## src/rtl/posit_add_arbiter_es2.sv

```systemverilog
// Round-robin front end sharing one pipelined posit adder among NREQ requesters.
// Define POSIT_ADD_ARB_STATS_EN to build saturating per-requester grant counters.
module posit_add_arbiter_es2 #(
  parameter int NREQ = 4,
  parameter int ADD_LATENCY = 8,
  parameter int POSIT_SERIALIZED_WIDTH_ES2 = 12,
  parameter int POSIT_SERIALIZED_WIDTH_SUM_ES2 = 14
) (
  input  logic clk,
  input  logic reset,
  input  logic [NREQ-1:0] req_valid,
  output logic [NREQ-1:0] req_ready,
  input  logic [NREQ*POSIT_SERIALIZED_WIDTH_ES2-1:0] req_in1,
  input  logic [NREQ*POSIT_SERIALIZED_WIDTH_ES2-1:0] req_in2,
  output logic [POSIT_SERIALIZED_WIDTH_ES2-1:0] add_in1,
  output logic [POSIT_SERIALIZED_WIDTH_ES2-1:0] add_in2,
  output logic add_start,
  input  logic [POSIT_SERIALIZED_WIDTH_SUM_ES2-1:0] add_result,
  input  logic add_done,
  output logic [NREQ-1:0] resp_valid,
  output logic [POSIT_SERIALIZED_WIDTH_SUM_ES2-1:0] resp_result,
  input  logic flush,
  output logic flush_done,
  output logic tag_err,
  output logic [NREQ*16-1:0] grant_count
);
  localparam int PW = POSIT_SERIALIZED_WIDTH_ES2;
  localparam int IFW = $clog2(ADD_LATENCY + 2);
  localparam logic [15:0] BLANK_INIT = 16'(ADD_LATENCY);

  typedef enum logic [1:0] {RUN, DRAIN, DONE} state_e;

  state_e state_q, state_d;
  logic armed_q, armed_d;
  logic [2:0] rr_q, rr_d;
  logic [IFW-1:0] infl_q, infl_d;
  logic [15:0] blank_q, blank_d;
  logic start_q, start_d;
  logic [2:0] id_q, id_d;
  logic [PW-1:0] in1_q, in1_d;
  logic [PW-1:0] in2_q, in2_d;
  logic [3:0] tag_q [ADD_LATENCY];
  logic [3:0] tag_d [ADD_LATENCY];
  logic tag_err_q, tag_err_d;
  logic flush_done_q, flush_done_d;

  logic [7:0] valid_ext;
  logic [3:0] idx;
  logic gnt_v;
  logic [2:0] gnt_id;
  logic blank_on, tag_v, done_tag, resp_fire;

  always_comb begin
    valid_ext = '0;
    valid_ext[NREQ-1:0] = req_valid;
    gnt_v = 1'b0;
    gnt_id = '0;
    idx = '0;
    if (state_q == RUN && !flush) begin
      for (int k = 0; k < NREQ; k++) begin
        idx = {1'b0, rr_q} + 4'(k);
        if (idx >= 4'(NREQ)) idx = idx - 4'(NREQ);
        if (!gnt_v && valid_ext[idx[2:0]]) begin
          gnt_v = 1'b1;
          gnt_id = idx[2:0];
        end
      end
    end
  end

  always_comb begin
    for (int i = 0; i < NREQ; i++) begin
      req_ready[i] = gnt_v && (gnt_id == 3'(i));
      resp_valid[i] = resp_fire && (tag_q[ADD_LATENCY-1][2:0] == 3'(i));
    end
  end

  always_comb begin
    start_d = gnt_v;
    id_d = gnt_v ? gnt_id : id_q;
    in1_d = in1_q;
    in2_d = in2_q;
    for (int i = 0; i < NREQ; i++) begin
      if (gnt_v && gnt_id == 3'(i)) begin
        in1_d = req_in1[i*PW +: PW];
        in2_d = req_in2[i*PW +: PW];
      end
    end
    rr_d = rr_q;
    if (gnt_v) rr_d = (gnt_id == 3'(NREQ-1)) ? 3'd0 : gnt_id + 3'd1;
  end

  // Tags ride alongside the adder so each done maps back to its requester.
  always_comb begin
    tag_d[0] = {start_q, id_q};
    for (int k = 1; k < ADD_LATENCY; k++) tag_d[k] = tag_q[k-1];
  end

  assign blank_on = blank_q != 16'd0;
  assign tag_v = tag_q[ADD_LATENCY-1][3];
  assign done_tag = add_done && tag_v;
  assign resp_fire = done_tag && !blank_on;

  always_comb begin
    blank_d = blank_on ? blank_q - 16'd1 : blank_q;
    tag_err_d = tag_err_q | (!blank_on && (add_done != tag_v));
    unique case ({gnt_v, done_tag})
      2'b10: infl_d = infl_q + IFW'(1);
      2'b01: infl_d = infl_q - IFW'(1);
      default: infl_d = infl_q;
    endcase
  end

  // armed marks a flush that has not yet produced its flush_done pulse.
  always_comb begin
    state_d = state_q;
    armed_d = armed_q;
    unique case (state_q)
      RUN: begin
        if (flush) begin
          state_d = DRAIN;
          armed_d = 1'b1;
        end
      end
      DRAIN: begin
        if (armed_q && infl_d == '0) begin
          state_d = DONE;
          armed_d = 1'b0;
        end else if (!armed_q && !flush) begin
          state_d = RUN;
        end
      end
      DONE: state_d = flush ? DRAIN : RUN;
      default: state_d = RUN;
    endcase
    flush_done_d = (state_d == DONE);
  end

  always_ff @(posedge clk) begin
    if (reset) begin
      state_q <= RUN;
      armed_q <= 1'b0;
      rr_q <= '0;
      infl_q <= '0;
      blank_q <= BLANK_INIT;
      start_q <= 1'b0;
      id_q <= '0;
      in1_q <= '0;
      in2_q <= '0;
      tag_err_q <= 1'b0;
      flush_done_q <= 1'b0;
      for (int k = 0; k < ADD_LATENCY; k++) tag_q[k] <= '0;
    end else begin
      state_q <= state_d;
      armed_q <= armed_d;
      rr_q <= rr_d;
      infl_q <= infl_d;
      blank_q <= blank_d;
      start_q <= start_d;
      id_q <= id_d;
      in1_q <= in1_d;
      in2_q <= in2_d;
      tag_err_q <= tag_err_d;
      flush_done_q <= flush_done_d;
      for (int k = 0; k < ADD_LATENCY; k++) tag_q[k] <= tag_d[k];
    end
  end

  assign add_in1 = in1_q;
  assign add_in2 = in2_q;
  assign add_start = start_q;
  assign resp_result = add_result;
  assign flush_done = flush_done_q;
  assign tag_err = tag_err_q;

`ifdef POSIT_ADD_ARB_STATS_EN
  logic [15:0] cnt_q [NREQ];
  logic [15:0] cnt_d [NREQ];

  always_comb begin
    for (int i = 0; i < NREQ; i++) begin
      cnt_d[i] = cnt_q[i];
      if (gnt_v && gnt_id == 3'(i) && cnt_q[i] != 16'hFFFF)
        cnt_d[i] = cnt_q[i] + 16'd1;
      grant_count[i*16 +: 16] = cnt_q[i];
    end
  end

  always_ff @(posedge clk) begin
    if (reset) begin
      for (int i = 0; i < NREQ; i++) cnt_q[i] <= '0;
    end else begin
      for (int i = 0; i < NREQ; i++) cnt_q[i] <= cnt_d[i];
    end
  end
`else
  assign grant_count = '0;
`endif

endmodule
```

## config.mk

```make
export PLATFORM = sky130hd
export DESIGN_NAME = posit_add_arbiter_es2
export DESIGN_NICKNAME = d
export VERILOG_FILES = /design/src/rtl/posit_add_arbiter_es2.sv
export SDC_FILE = /design/constraint.sdc
export NUM_CORES = 1
export LEC_CHECK = 0
export ABC_AREA = 1
export BUFFER_PORTS_ARGS = -buffer_cell sky130_fd_sc_hd__buf_2
export CORE_ASPECT_RATIO = 0.75
export CORE_MARGIN = 4
export CORE_UTILIZATION = 50
export DETAILED_ROUTE_END_ITERATION = 16
export GPL_ROUTABILITY_DRIVEN = 0
export PLACE_DENSITY_LB_ADDON = 0.3
export SYNTH_ARGS = -nofsm -noshare
export SYNTH_HDL_FRONTEND = slang
export SYNTH_SLANG_ARGS = --single-unit
```

## constraint.sdc

```tcl
create_clock -name clk -period 4.5 [get_ports clk]
set_input_delay 0.9 -clock clk [delete_from_list [all_inputs] [get_ports clk]]
set_output_delay 0.9 -clock clk [all_outputs]
set_load 0.03 [all_outputs]
```

### Yosys cells after proc, flatten, opt, wreduce, memory -nomap -nowiden

Memories as Yosys holds them, arrays and structs flattened.
Index checks and enable logic that the tools add are counted.

| storage, ports and cells | value |
|---|---|
| bits in registers | 56 |
| bits in latches | 0 |
| RAM bits | 32 |
| ROM bits | 0 |
| input bits | 118 |
| memories | 1 |

| cells by class | value |
|---|---|
| add/sub/neg operators | 11 |
| multiply operators | 0 |
| divide/modulo/power cells | 0 |
| $lt $le $gt $ge | 8 |
| equal/unequal tests | 14 |
| shifts and indexed selects | 0 |
| muxes and demuxes | 58 |
| bitwise logic cells | 9 |
| reductions and logical operators | 31 |

Memories:

| memory | words | bits a word | rd ports | clocked after Yosys merged registers in | write ports | RTL line | RTL |
|---|---|---|---|---|---|---|---|
| tag_q | 8 | 4 | 8 | 0 | 8 | 42 | `logic [3:0] tag_q [ADD_LATENCY];` |

Operators by type and width:

| kind | number |
|---|---|
| $mux 12 | 8 |
| $mux 3 | 14 |
| $mux 4 | 8 |
| $mux 1 | 18 |
| $logic_and 1x1->1 | 17 |
| $lt 3x4->1 const B | 4 |
| $reduce_bool 16->1 | 1 |
| $sub 16x1->16 const B | 1 |
| $bmux 1 s3 | 4 |
| $eq 3x2->1 const B | 4 |
| $ge 4x3->1 const B | 3 |
| $sub 3x3->3 const B | 4 |
| $or 1x1->1 | 9 |
| $add 3x2->4 const B | 2 |
| $pmux 4 s2 | 1 |
| $eq 2x2->1 const B | 3 |
| $eq 3x1->1 const B | 2 |
| $logic_not 1->1 | 6 |
| $logic_not 3->1 | 2 |
| $mux 2 | 3 |
| $pmux 2 s3 | 1 |
| $add 3x1->4 const B | 1 |
| $add 4x1->4 const B | 1 |
| $eq 2x1->1 const B | 2 |
| other kinds (11) | 12 |

### Longest topological paths before layout

Gate-level depths: netlist (run 1).

| logic depth | value |
|---|---|
| word-level depth | 26 |
| gate-level depth with buffers | 23 |
| mapped depth without buffers | 21 |

### Worst setup path before layout (run 1)

No wires, ideal clock.

| path | value |
|---|---|
| kind | in2out |
| from | input port flush |
| to | output port req_ready[3] |
| arrival | 3.349 ns |
| data required time | 3.600 ns |
| path slack | 0.251 ns |
| cell stages on the path | 13 |
| path buffers | 5 |
| cell sequence | nor3_2 > buf_2 > buf_2 > o21ai_0 > inv_1 > nand2_1 > inv_1 > ha_1 > clkbuf_1 > clkbuf_1 > clkbuf_1 > inv_1 > nor2_1 |

| on the way | value |
|---|---|
| word-level cells in the longest chain between the ends | 5 |

RTL lines:

| item | RTL line | RTL |
|---|---|---|
| start: declaration | 22 | `input logic flush,` |
| $logic_not 1->1 | 59 | `if (state_q == RUN && !flush) begin` |
| $logic_and 1x1->1 | 59 |  |
| $mux 3 | 59 |  |
| via gnt_id[1] | 50 | `logic [2:0] gnt_id;` |
| $eq 3x2->1 | 73 | `req_ready[i] = gnt_v && (gnt_id == 3'(i));` |
| $logic_and 1x1->1 | 73 |  |
| end: declaration | 12 | `output logic [NREQ-1:0] req_ready,` |

The timed path passes the listed nets, and every way through them passes these cells.

### Worst setup path in the final report (run 1)

| path | value |
|---|---|
| from | register rr_q[0] |
| to | output port req_ready[2] |

| on the way | value |
|---|---|
| word-level cells in the longest chain between the ends | 21 |

RTL lines:

| item | RTL line | RTL |
|---|---|---|
| start: declaration | 35 | `logic [2:0] rr_q, rr_d;` |
| start signal: assignment | 156 | `rr_q <= rr_d;` |
| parallel branches: the longest is 17 deep, another holds $add 3x1->4 | - |  |
| $mux 3 * | 63 | `if (!gnt_v && valid_ext[idx[2:0]]) begin` |
| $mux 3 * | 59 |  |
| via gnt_id[1] | 50 |  |
| $eq 3x2->1 * | 73 |  |
| $logic_and 1x1->1 * | 73 |  |

Mark *: on every way through the listed nets, which the timed path passes. The select of a mux whose other input is x is not followed.

==> results of run 1 <==
==> cells by family (layout without fill, tap and decap cells) <==
logic type	count (synthesis)	in the layout	share of synthesized area
xor+xnor	10	10	0.0152
simple gates	431	431	0.330
buf+inv	319	361	0.266
fa+ha+maj	12	12	0.0273
compound gates	56	56	0.0540
mux	1	1	0.00173
other cells	1	64	0.000650
flops	88	88	0.305
==> worst max-delay path: cells and delay by family, from the launching register on <==
kind	cells	cell delay, ns
AOI/OAI and AO/OA	1	0.15
DFF	1	0.48
buffers and inverters	7	0.84
adders and majority gates	2	0.56
and+or+nand+nor	7	0.66
==> area by class of cell <==
| type | count | area (um^2) |
|---|---|---|
| multi-input cells | 574 | 2720 |
| clock inverters | 6 | 66.3 |
| repair buffers | 150 | 781 |
| well taps | 140 | 175 |
| inverters | 195 | 732 |
| clock buffers | 10 | 239 |
| fillers | 1083 | 4630 |
| flip-flops and latches | 88 | 1760 |
==> registers in the layout, indices dropped and copies added (netlist names) <==
| register | flops |
|---|---|
| blank_q | 16 |
| armed_q | 1 |
| id_q | 3 |
| state_q | 2 |
| tag_q | 32 |
| rr_q | 3 |
| tag_err | 1 |
| flush_done | 1 |
| add_start | 1 |
| add_in1 | 12 |
| add_in2 | 12 |
| infl_q | 4 |
==> through the flow <==
step	setup WS [ns]	total power, mW	area [um^2]	std cells
2_1_floorplan	0.251	2.16	6010	981
3_3_place_gp	0.867	2.39	6170	1147
3_5_place_dp	0.788	2.40	6170	1147
4_1_cts	0.582	3.16	6470	1163
5_1_grt	0.221	3.40	6470	1163
6_report	0.570	3.15	6470	1163
==> Yosys cell counts <==
cell	instances	area (um^2)
inv_1	184	691
nor2_1	166	623
nand2_1	150	563
dfxtp_1	88	1760
buf_4	78	586
nand4_1	77	482
o21ai_0	30	150
clkbuf_1	20	75.1
a21oi_1	16	80.1
buf_2	13	65.1
nand3_1	13	65.1
nor3_1	12	60.1
ha_1	11	138
buf_1	9	33.8
clkinv_1	6	22.5
xor2_1	6	52.6
inv_2	5	18.8
buf_6	4	45.0
nor4_1	4	25.0
o21ai_1	4	20.0
xnor2_1	4	35.0
o211ai_1	3	22.5
nand2_2	2	12.5
nand3_2	2	20.0
conb_1	1	3.75
fa_1	1	20.0
mux2i_1	1	10.0
nand3b_1	1	7.51
nand4_4	1	21.3
nor3_2	1	10.0
nor3b_1	1	7.51
o211a_1	1	10.0
o211ai_4	1	21.3
o31ai_1	1	7.51
or2_2	1	6.26
==> cells in the final DEF, fill, tap and decap left out, types with 2 or more instances in the layout <==
master,count
clkinv_4,2
o211ai_1,3
nand3_2,2
nor2_1,166
dfxtp_1,88
xnor2_1,4
a21oi_1,16
xor2_1,6
inv_1,184
clkinv_2,2
nand2_1,150
clkbuf_16,9
nor3_1,12
nand2_2,2
o21ai_1,4
nand3_1,13
conb_1,64
clkinv_1,6
buf_4,12
ha_1,10
nor4_1,4
nand4_1,77
buf_2,138
o21ai_0,30
inv_2,5
==> where the power goes <==
group,internal [mW],total [mW],switching [mW]
clock network,0.447,0.755,0.308
registers,0.927,1.03,0.101
logic,0.416,1.37,0.953
==> path summary, 6_finish.rpt <==
path                            from                       to  slack, ns  cells past startpoint
max             rr_q[0]$_SDFFE_PP0P_             req_ready[2]       0.57                     17
min          tag_q[0][14]$_SDFF_PP0_   tag_q[1][2]$_SDFF_PP0_       0.40                      2
max reg2reg     rr_q[0]$_SDFFE_PP0P_  add_in1[5]$_SDFFE_PP0P_       0.84                     18
min reg2reg  tag_q[0][14]$_SDFF_PP0_   tag_q[1][2]$_SDFF_PP0_       0.40                      2
==> routing by layer <==
layer	up-vias	global-route usage	share of wire	wire length [um]
met1	2322	0.269	0.47	6460
met3	21	0.0604	0.079	1080
met2	183	0.314	0.44	6000
met4	0	0.0492	0.011	148
met5	-	0	0	0
li1	2854	-	-	-
==> run summary, run 1 <==
Critical Path AT: 3.03 ns
CP required: 3.60 ns
Starting Density: 0.520
Core area: 11100 um^2
Clock-pin slew of the registers on the worst-case setup and hold paths: 0.06 ns
Initial DRC count: 280
Post-Route WL: 13.7 mm
Drt drc: 0
Antenna diodes: 0
Largest net degree at the start of global routing: 76
Tmin final: 3.93 ns
Synth unique cells: 35
Gr ovfl total: 0
Most frequent CP cell: inv_1
Setup-failing EPs final: 0
Cell Rows: 33
Power density cells: 487 nW/um^2
Final Hold Fails: 0
H-tree levels: 3
Leakage: 3.72 nW
Sink Count: 88
Peak supply drop: 0.310 mV
Fin. max-slew vios: 0
I/O Pins: 231
Status: complete, no violations
CTS root buf: clkbuf_16
Clk_lat worst skew: 0.34 ns
Die Ht: 101 um
P&R area growth vs syn: 12.2%
Final setup TNS: 0 ns
Nets: 1148
Pre-Repair DR Iteration Count: 5
Worst-margin pin slew: 0.928 ns
Port Buf Inserts: 138
Seq/Total Area, Yosys: 0.305
Die Area: 13300 um^2
Gr usage total: 0.199
Die width: 132 um
Routed Antenna Nets: 0
Hold Buf Count CTS: 0
Min Hold Slack: 0.400 ns
Dpl hpwl: 10.1 mm
Vias in the first global route: 4616
Share of layout cells above drive strength 1: 0.176
Post-synthesis register bit count: 88
Crit path kind: reg -> out
Hold Path Class: reg -> reg
Unrepaired setup endpoints after global routing: false
Total CTS buffers: 9
Skew final: 0.00598 ns
First-pass GRT wire length: 21.8 mm
CP max stage delay: 0.48 ns
Resized cells post-CTS: 0
Worst rel slew slack: 0.381
Average size of a mapped cell: 6.29 um^2
Fmax achieved: 0.254 GHz
Period utilization: 0.873
DR vias/cell: 4.63
Synthesis Warnings: 0
Final core utilization: 0.583
Total of max-cap violations: 0
Crit-path max FO: 15
Mapped Area: 5770 um^2
Crit-path cells: inv_2 > ha_1 > inv_1 > nand3_1 > nand3_2 > nand2_1 > nor2_1 > nand2_1 > o21ai_0 > inv_1 > nand2_1 > inv_1 > ha_1 > buf_4 > inv_1 > nor2_1 > buf_2
Syn Inst Count: 918
Setup bufs post-CTS: 0
WL per Instance: 11.8 um
Crit. End Element: primary output
Initial antenna violation count: 0
Via count: 5380
Startpoint types: flip-flop
Bufs on Longest Clock Path: 2
CTS tree: built
Slowest cell on the critical path: dfxtp_1
No activity file was read; power rests on OpenSTA's default activity.
==> run 2, diff against run 1 <==
--- a/config.mk
+++ b/config.mk
@@ -5,11 +5,10 @@
 export SDC_FILE = /design/constraint.sdc
 export NUM_CORES = 1
 export LEC_CHECK = 0
-export ABC_AREA = 1
 export BUFFER_PORTS_ARGS = -buffer_cell sky130_fd_sc_hd__buf_2
 export CORE_ASPECT_RATIO = 0.75
 export CORE_MARGIN = 4
-export CORE_UTILIZATION = 50
+export CORE_UTILIZATION = 47
 export DETAILED_ROUTE_END_ITERATION = 16
 export GPL_ROUTABILITY_DRIVEN = 0
 export PLACE_DENSITY_LB_ADDON = 0.3
==> run 2 against run 1 <==
Register-to-register slack got worse by 0.50 ns. Critical path depth decreased by 7. Count of clock-buffer cells in the layout unchanged. Non-clock buffer count decreased by 3. Global-route usage shrank 1.8 points. Sequential power decreased by 6%. Cell count fell by 35%. Area after synthesis is 18% lower. Maximum frequency shrank 9.3%. Highest routed layer unchanged.
==> run summary, run 2 <==
Status: complete, no violations
Clock-pin slew of the registers on the worst-case setup and hold paths: 0.06 ns
Cell taking the most area after synthesis: dfxtp_1
Synthesis Warnings: 0
Period utilization: 0.963
Clk pwr share: 0.294
Share of layout cells above drive strength 1: 0.295
Worst rel slew slack: 0.307
Syn Inst Count: 502
GR Layer Usage met3: 0.0647
H-tree levels: 3
Commonest non-fill, non-tap cell in the layout: buf_2
Final Instance Area: 5510 um^2
WL per Instance: 14.4 um
Power density cells: 496 nW/um^2
CTS tree: built
Crit. End Element: primary output
Crit path kind: reg -> out
Crit-path cells: inv_1 > ha_1 > mux4_2 > nor3b_1 > a2111oi_1 > o21ai_1 > inv_1 > ha_1 > and2_1 > buf_2
Startpoint types: flip-flop
Bufs on Longest Clock Path: 2
Hold Path Class: reg -> reg
Starting Density: 0.485
Final core utilization: 0.569
Die Ht: 94.7 um
Pre-Repair DR Iteration Count: 4
Die Area: 11700 um^2
Slowest cell on the critical path: mux4_2
Count leader, synth: dfxtp_1
Max reg flops: 32
Dpl hpwl: 8.45 mm
Setup bufs post-CTS: 0
Gr usage total: 0.182
Buf/Inv on CP: 3
Total CTS buffers: 9
Biggest register: tag_q
Post-synth top flop: dfxtp_1
Nets: 749
Worst R2R Path Depth: 13
Die width: 124 um
Mapped Area: 4710 um^2
Leakage: 2.43 nW
Core area: 9700 um^2
Fmax achieved: 0.231 GHz
Average size of a mapped cell: 9.38 um^2
Sw frac: 0.361
Crit-path max FO: 8
Top cell type's share of synthesized area: 0.374
Post-Route WL: 10.9 mm
Hold Buf Count CTS: 0
Clk_lat worst skew: 0.33 ns
Total of max-cap violations: 0
Final setup TNS: 0 ns
Gr busiest metal: met2
Depth of the worst hold-timing path: 1
Power Internal: 1.75 mW
Cell family with most CP delay: adder cells
Largest net degree at the start of global routing: 59
Met2 GRT Util: 0.294
Final Hold Fails: 0
Synth unique cells: 59
Unrepaired setup endpoints after global routing: false
Antenna diodes: 0
Post-synth EDFFs: 0
Sequential share of power: 0.356
DR vias/cell: 5.14
Gr ovfl total: 0
Placed Area: 5170 um^2
Tmin final: 4.34 ns
Sink Count: 88
Vias in the first global route: 3676
Critical Path AT: 3.44 ns
Drt drc: 0
I/O Pins: 231
Fin. max-slew vios: 0
Met1 Use GR: 0.222
Cell Rows: 31
Commonest cells post-synth: 88 x dfxtp_1, 79 x buf_4, 54 x nor2_1, 35 x nor2b_1, 28 x mux2i_1
Initial antenna violation count: 0
CP required: 3.60 ns
Via count: 3883
Initial DRC count: 207
Port Buf Inserts: 138
Skew final: 0.00653 ns
Worst-margin pin slew: 1.04 ns
Crit path depth: 10
Comb power frac: 0.351
Peak supply drop: 0.232 mV
Setup-failing EPs final: 0
Switch Pwr: 0.988 mW
Seq/Total Area, Yosys: 0.374
CP max stage delay: 0.59 ns
Top cells by area, synth: dfxtp_1 37%, buf_4 13%, mux2i_1 6.0%
CTS root buf: clkbuf_16
First-pass GRT wire length: 16.9 mm
P&R area growth vs syn: 17.1%
Most frequent cells in the layout: 138 x buf_2, 87 x dfxtp_1, 64 x conb_1
Top Registers: tag_q: 32 flops, blank_q: 16 flops
Asr flop ratio synth: 0
Post-synthesis register bit count: 88
Routed Antenna Nets: 0
==> run 2: cell families after synthesis <==
group | after synthesis | share of synthesized area
simple gates | 144 | 0.169
compound gates | 98 | 0.168
other cells | 1 | 0.000797
buf+inv | 116 | 0.158
mux | 31 | 0.0715
xor+xnor | 12 | 0.0253
fa+ha+maj | 12 | 0.0335
flops | 88 | 0.374
==> run 2: what timing repair did <==
action,CTS,global route
gates resized for setup,1,4
hold endpoints to repair,0,0
setup endpoints to repair,3,5
==> run 2: power groups by stage <==
stage                     Sequential (mW)  Clock, mW  Combinational, mW
after global routing                0.989      0.858               1.04
after CTS                           0.970      0.822              0.954
after detailed placement            0.986          0              0.949
after floorplan                      1.07          0              0.691
after global placement              0.981          0              0.925
final                               0.973      0.803              0.959
==> run 2: path summary, 6_finish.rpt <==
check | start | end | slack (ns)
worst max-delay path | rr_q[1]$_SDFFE_PP0P_ | req_ready[3] | 0.16
worst min-delay path | tag_q[0][2]$_SDFF_PP0_ | tag_q[0][6]$_SDFF_PP0_ | 0.44
worst max register to register | rr_q[1]$_SDFFE_PP0P_ | armed_q$_SDFFE_PP0P_ | 0.34
worst min register to register | tag_q[0][2]$_SDFF_PP0_ | tag_q[0][6]$_SDFF_PP0_ | 0.44
==> run 2: worst reg2reg max path: stages, from the launching register on <==
cell	delay (ns)
dfxtp_1	0.48
inv_1	0.11
ha_1	0.41
mux4_2	0.59
nand2_1	0.22
a31oi_4	0.18
inv_1	0.22
ha_1	0.26
ha_1	0.25
a21o_1	0.18
a21oi_1	0.25
xnor3_1	0.27
o31ai_1	0.43
a311oi_1	0.16
==> run 2: metal layers <==
metal,up-vias,share of wire
met5,-,0
met4,0,0.015
met3,24,0.076
met2,165,0.49
met1,1808,0.42
li1,1886,-
==> run 2: metrics by stage <==
stage | power, mW | hold WS, ns | std cells | setup WS (ns)
floorplan | 1.76 | 0.414 | 565 | 0.329
global placement | 1.91 | 0.417 | 740 | 0.410
detailed placement | 1.93 | 0.423 | 740 | 0.114
CTS | 2.75 | 0.437 | 756 | 0.118
global route | 2.89 | 0.457 | 756 | 0.000340
finish | 2.73 | 0.436 | 756 | 0.165
==> run 2: area by class of cell <==
| cell class | instances | area [um^2] |
|---|---|---|
| clock inverters | 6 | 91.3 |
| well taps | 132 | 165 |
| inverters | 12 | 45.0 |
| flip-flops and latches | 88 | 1770 |
| fillers | 892 | 4180 |
| repair buffers | 147 | 758 |
| multi-input cells | 361 | 2450 |
| clock buffers | 10 | 239 |
